===== src/rtl/decodificador_varredura.sv =====
// One-hot address decoder with an auto-scan mode: direct decode of A, or a
// stepping scan that dwells DWELL cycles per position and pulses wrap on rollover.
module decodificador_varredura #(
    parameter int unsigned N     = 3,
    parameter int unsigned DWELL = 4
) (
    input  logic                clk,
    input  logic                rst,
    input  logic                E,
    input  logic                mode,
    input  logic                load,
    input  logic [N-1:0]        A,
    output logic [(2**N)-1:0]   S,
    output logic [N-1:0]        idx,
    output logic                wrap
);

    localparam int unsigned W        = 2**N;
    localparam int unsigned CW       = (DWELL > 1) ? $clog2(DWELL) : 1;
    localparam logic [CW-1:0] CNT_LAST = CW'(DWELL - 1);
    localparam logic [N-1:0]  IDX_LAST = N'(W - 1);

    typedef enum logic [1:0] {
        ST_OFF,
        ST_DIRECT,
        ST_SCAN
    } state_t;

    state_t        state, state_nxt;
    logic [CW-1:0] cnt, cnt_nxt, cnt_cur;
    logic [N-1:0]  idx_nxt;
    logic [W-1:0]  s_nxt;
    logic          wrap_nxt;

    // State and all outputs are registered together so every input change lands one cycle later.
    always_ff @(posedge clk or posedge rst) begin
        if (rst) begin
            state <= ST_OFF;
            cnt   <= '0;
            idx   <= '0;
            S     <= '0;
            wrap  <= 1'b0;
        end else begin
            state <= state_nxt;
            cnt   <= cnt_nxt;
            idx   <= idx_nxt;
            S     <= s_nxt;
            wrap  <= wrap_nxt;
        end
    end

    // Mode is re-decoded every cycle; the action taken on an edge follows the inputs at that edge.
    always_comb begin
        state_nxt = ST_OFF;
        cnt_nxt   = cnt;
        idx_nxt   = idx;
        s_nxt     = '0;
        wrap_nxt  = 1'b0;
        cnt_cur   = (state == ST_DIRECT) ? '0 : cnt;

        if (E) begin
            state_nxt = mode ? ST_SCAN : ST_DIRECT;
        end

        unique case (state_nxt)
            ST_DIRECT: begin
                idx_nxt = A;
                cnt_nxt = '0;
                s_nxt   = W'(1) << A;
            end
            ST_SCAN: begin
                // A load wins over a pending advance in the same cycle.
                if (load) begin
                    idx_nxt = A;
                    cnt_nxt = '0;
                end else if (cnt_cur == CNT_LAST) begin
                    cnt_nxt  = '0;
                    idx_nxt  = idx + N'(1);
                    wrap_nxt = (idx == IDX_LAST);
                end else begin
                    cnt_nxt = cnt_cur + CW'(1);
                end
                s_nxt = W'(1) << idx_nxt;
            end
            default: begin
                cnt_nxt = cnt;
            end
        endcase
    end

endmodule


===== config.mk =====
export PLATFORM = sky130hd
export DESIGN_NAME = decodificador_varredura
export DESIGN_NICKNAME = d
export VERILOG_FILES = /design/src/rtl/decodificador_varredura.sv
export SDC_FILE = /design/constraint.sdc
export NUM_CORES = 1
export LEC_CHECK = 0
export BUFFER_PORTS_ARGS = -buffer_cell sky130_fd_sc_hd__buf_2
export CORE_MARGIN = 2
export CORE_UTILIZATION = 49
export CTS_CLUSTER_SIZE = 8
export DETAILED_ROUTE_END_ITERATION = 8
export PLACE_DENSITY = 0.86
export SLEW_MARGIN = 25
export SYNTH_ARGS = -nofsm -noshare
export SYNTH_HDL_FRONTEND = slang
export SYNTH_SLANG_ARGS = --single-unit

===== constraint.sdc =====
create_clock -name clk -period 2.2 [get_ports clk]
set_input_delay 0.55 -clock clk [delete_from_list [all_inputs] [get_ports clk]]
set_output_delay 0.55 -clock clk [all_outputs]
set_load 0.02 [all_outputs]

==> results of run 1 <==
[final timing paths]
path,from,to,cells after the start
setup / recovery,state[1],S[4],6
hold / removal,rst,cnt[1],2
setup reg to reg,state[1],S[4],6
hold reg to reg,cnt[0],cnt[0],1
max in group asynchronous,rst,S[0],2
min in group clk,mode,state[0],2
[kinds of logic (layout without fill, tap and decap cells)]
group           after synthesis  in the layout  synth area share [%]
flops                        16             16                  55.2
simple gates                 16             16                  15.2
mux                           9              9                  16.2
buf+inv                       5             26                  3.62
fa+ha+maj                     3              3                  5.17
compound gates                3              3                  3.45
xor+xnor                      1              1                  1.21
[flip-flops by register name (all words and copies together) (netlist names)]
register,cells
idx,3
wrap,1
S,8
state,2
cnt,2
[area by class of cell]
cell class                 instances  area share, %
clock buffer                       4           4.22
inverter                           3           1.31
multi-input combinational         32           34.7
sequential                        16           46.5
tap                               15           2.18
timing repair buffer              19           11.0
[cell usage after synthesis]
library cell	count	share of area, %
dfrtp_1	16	55
buf_6	1	1.6
xor2_1	1	1.2
mux2_4	2	4.1
mux2_2	4	6.2
and2_1	1	0.86
mux2i_4	1	3.1
and4_1	2	2.4
mux2i_1	2	2.8
inv_1	3	1.6
a22o_2	2	2.8
nand2b_1	1	0.86
ha_1	3	5.2
nand2_1	1	0.52
and2_2	1	1.0
a21oi_1	1	0.69
nor2_1	2	1.0
and3_2	1	1.0
nor4_1	4	3.4
clkbuf_1	1	0.52
and3b_1	1	1.2
and4_2	2	2.8
[per-layer routing]
layer	global-route usage, %	vias up
met5	0	-
met4	7.50	0
met3	2.59	2
met2	26.2	15
met1	21.4	222
li1	-	233
[power by group]
part | switching [mW] | total, mW | internal [mW] | leakage (nW)
Sequential | 0.0103 | 0.320 | 0.310 | 0.211
Combinational | 0.0576 | 0.0999 | 0.0423 | 0.231
Clock | 0.0831 | 0.184 | 0.101 | 0.0210
[worst max-delay path, stage by stage (launching register included)]
cell	delay [ns]
dfrtp_1	0.37
nand2b_1	0.15
and2_1	0.16
ha_1	0.24
mux2_2	0.30
mux2_4	0.29
nor4_1	0.26
==> run_results.csv, run 1 <==
group,metric,value,unit
sta,period_needed,1.89,ns
critical_path,cp_data_arrival_time,2.04,ns
drt,wl_per_cell,13.6,um
clock_network,numCtsBuffers,3,
grt,gr-total-overflow,0,
sta,fmax,529,MHz
drt,top_layer_used,"met4",
drt,firstDrtPassIters,3,
cells_and_area,fin_area,861,um2
power,p_per_area,701,mW/mm2
die,core_area,0.00135,mm2
clock_network,cts_hold_buf,0,
sta,relSlewSlack,61.8,%
placed_design,hpwl,891,um
placed_design,gp_congestion,0.810,
grt,grt_pass1_vias,462,
cells_and_area,utilization,63.8,%
synthesis,synthCells,53,
clock_network,cts.sinks,16,
power,leakagePower,0.463,nW
die,fp.dieW,42.5,um
grt,grt_pass1_wl,2170,um
cells_and_area,multi_input_area,299,um2
placed_design,place_area,825,um2
synthesis,ys_warn_count,0,
clock_network,cts_htree_levels,1,
drt,ant_nets,0,
die,io_pins,20,
cells_and_area,final_cells,89,
drt,via_per_inst,5.30,
sta,tns,0,ns
cells_and_area,fin_nets,86,
clock_network,cts_root_buf,"clkbuf_4",
sta,finalHoldViolations,0,
critical_path,required,2.35,ns
drt,drc,0,
sta,setup_ws,0.309,ns
flow_run,cap_violations,0,
sta,setup_viol,0,
drt,drtIter0Drc,6,
synthesis,synthDistinctLibCells,22,
cells_and_area,antenna_cells,0,
drt,vias,472,
die,start_util,53.8,%
clock_network,postCtsResizedCells,0,
grt,grt_antenna_before_repair,0,
grt,grt_max_degree,17,
cells_and_area,seq_area,400,um2
clock_network,clock_latency,0.28,ns
sta,drv_slew,0,
run_status,outcome,"complete, no violations",
drt,dr_wl_met2,591,um
sta,tightestPinTransition,0.572,ns
clock_network,postCtsSetupRepairBufs,0,
clock_network,cts.reportedPaths.clkPinSlew,0.09,ns
placed_design,io_buffers,19,
clock_network,clk_path_buf_depth,2,
worst_hold_path,holdCritPathClass,"in2async",
critical_path,crit_path_end_kind,"register",
cells_and_area,area_growth,18.6,%
sta,clock_skew,0.00265,ns
sta,hold_ws,0.314,ns
sta,rsz0062_at_grt,"false",
critical_path,start_kind,"register",
placed_design,dp_slack,0.188,ns
synthesis,ys_ff_latch,16,
synthesis,avgSynthCellArea,13.7,um2
drt,dr_wl_met3,59,um
drt,drt-met1-wl,541,um
placed_design,dp.cells,85,
synthesis,ys_seq_area_share,55.2,%
power,power,604,uW
synthesis,synth_nets,64,
die,die-height,42.5,um
die,num_rows,13,
power,peakVddDrop,0.328,mV
cells_and_area,drive_gt1_share,48.6,%
critical_path,r2r_setup_slack,0.31,ns
clock_network,tritoncts,"done",
die,die-area,0.00180,mm2
cells_and_area,nFillCells,113,
critical_path,worstSetupPathType,"reg2reg",
sta,period_share,86.0,%
drt,routed_wirelength,1210,um
cells_and_area,layout_common_cells,"19 x buf_2, 16 x dfrtp_1, 4 x mux2_2, 4 x nor4_1",
cells_and_area,mostFrequentLayoutCell,"buf_2",
critical_path,path_max_fanout,5,
grt,groute.usage.overall,16.3,%
synthesis,netlist_area,726,um2
Power figures use the tool's default switching activity.
==> run 2, diff against run 1 <==
--- a/config.mk
+++ b/config.mk
@@ -11,6 +11,7 @@
 export CTS_CLUSTER_SIZE = 8
 export DETAILED_ROUTE_END_ITERATION = 8
 export PLACE_DENSITY = 0.86
+export REMOVE_ABC_BUFFERS = 1
 export SLEW_MARGIN = 25
 export SYNTH_ARGS = -nofsm -noshare
 export SYNTH_HDL_FRONTEND = slang
==> run 2 against run 1 <==
Die area did not move. Setup slack worse by 0.013 ns. Register-to-register slack about the same. Utilization shrank 1.0 points. Global-route usage up 2.1 points. Non-clock buffer count did not move. Clock power down 20%. Critical path depth unchanged. Sequential power about the same. First-iteration DRC count is 50% higher. Combinational power hardly changed. Largest cell class unchanged.
==> run_results.csv, run 2 (synthesized netlist as in run 1, its figures left out) <==
group,metric,value,unit
run_status,outcome,"complete, no violations",
sta,tightestPinTransition,0.586,ns
cells_and_area,fin_nets,86,
drt,firstDrtPassIters,4,
grt,groute.usage.overall,18.3,%
placed_design,dp.cells,85,
drt,ant_nets,0,
placed_design,io_buffers,19,
clock_network,clk_path_buf_depth,2,
sta,period_needed,1.90,ns
sta,finalHoldViolations,0,
sta,setup_viol,0,
sta,drv_slew,0,
die,io_pins,20,
cells_and_area,mostFrequentLayoutCell,"buf_2",
sta,tns,0,ns
cells_and_area,largest_register_ffs,8,
clock_network,cts_root_buf,"clkbuf_4",
drt,drtIter0Drc,9,
sta,hold_ws,0.317,ns
grt,grt_antenna_before_repair,0,
grt,grt_max_degree,17,
drt,via_per_inst,5.58,
critical_path,required,2.36,ns
sta,clock_skew,0.00146,ns
clock_network,tritoncts,"done",
cells_and_area,antenna_cells,0,
cells_and_area,top_register,"S",
die,start_util,53.8,%
flow_run,cap_violations,0,
die,num_rows,13,
sta,rsz0062_at_grt,"false",
placed_design,hpwl,1060,um
placed_design,gp_congestion,0.821,
die,core_area,0.00135,mm2
grt,grt_pass1_wl,2300,um
clock_network,cts.sinks,16,
clock_network,postCtsResizedCells,0,
clock_network,cts_hold_buf,0,
die,fp.dieW,42.5,um
critical_path,path_max_fanout,5,
grt,gr-total-overflow,0,
cells_and_area,final_cells,88,
power,leakagePower,0.455,nW
critical_path,crit_path_end_kind,"register",
sta,fmax,525,MHz
placed_design,place_area,825,um2
drt,wl_per_cell,15.6,um
clock_network,postCtsSetupRepairBufs,0,
sta,period_share,86.5,%
cells_and_area,drive_gt1_share,47.9,%
clock_network,cts.reportedPaths.clkPinSlew,0.08,ns
power,peakVddDrop,0.290,mV
die,die-area,0.00180,mm2
clock_network,numCtsBuffers,3,
cells_and_area,fin_area,847,um2
drt,vias,491,
cells_and_area,area_growth,16.7,%
critical_path,start_kind,"register",
critical_path,cp_data_arrival_time,2.06,ns
drt,drc,0,
die,die-height,42.5,um
cells_and_area,layout_common_cells,"19 x buf_2, 16 x dfrtp_1, 4 x mux2_2, 4 x nor4_1",
cells_and_area,largestRegisters,"S: 8 flops, idx: 3 flops",
drt,routed_wirelength,1370,um
sta,relSlewSlack,60.9,%
grt,grt_pass1_vias,513,
worst_hold_path,holdCritPathClass,"in2async",
clock_network,clock_latency,0.28,ns
clock_network,cts_htree_levels,1,
critical_path,worstSetupPathType,"reg2reg",
power,p_per_area,672,mW/mm2
## run 2: cell types whose count changed in the layout (fill, tap and decap cells not counted)
| cell | previous run | this run |
|---|---|---|
| clkbuf_8 | 1 | 0 |
## run 2: final cells by class
class                   instances  area, um2
fillers                       119        503
flip-flops and latches         16        400
multi-input cells              32        299
repair buffers                 19       95.1
clock buffers                   3       22.5
well taps                      15       18.8
inverters                       3       11.3
## run 2: layer usage
layer	wire length (um)	GRT usage (%)	up-vias
li1	-	-	233
met1	578	20.3	231
met2	662	28.9	19
met3	64	3.02	8
met4	66	18.1	0
met5	0	0	-
## run 2: worst max-delay path: stages, from the launching register on
cell	delay [ns]
dfrtp_1	0.36
nand2b_1	0.15
and2_1	0.17
ha_1	0.24
mux2_2	0.31
mux2_4	0.29
nor4_1	0.26
## run 2: per-stage QoR
step	setup WS (ns)	power (mW)	utilization, %
final	0.296	0.569	62.7
after global routing	0.207	0.596	62.7
after CTS	0.291	0.574	62.7
after detailed placement	0.187	0.427	61.1
after global placement	0.295	0.422	61.1
after floorplan	0.432	0.393	-
## run 2: power breakdown
| part | switching, mW | internal, mW |
|---|---|---|
| Sequential | 0.0102 | 0.310 |
| Combinational | 0.0592 | 0.0419 |
| Clock | 0.0844 | 0.0635 |
## run 2: worst paths after layout
check                      cells after the start  startpoint  slack (ns)        to
max                                            6    state[1]        0.30      S[4]
min                                            2         rst        0.32      S[3]
max reg2reg                                    6    state[1]        0.30      S[4]
min reg2reg                                    1      cnt[0]        0.54    cnt[0]
max in group asynchronous                      2         rst        1.50      S[1]
min in group clk                               2        mode        0.44  state[0]
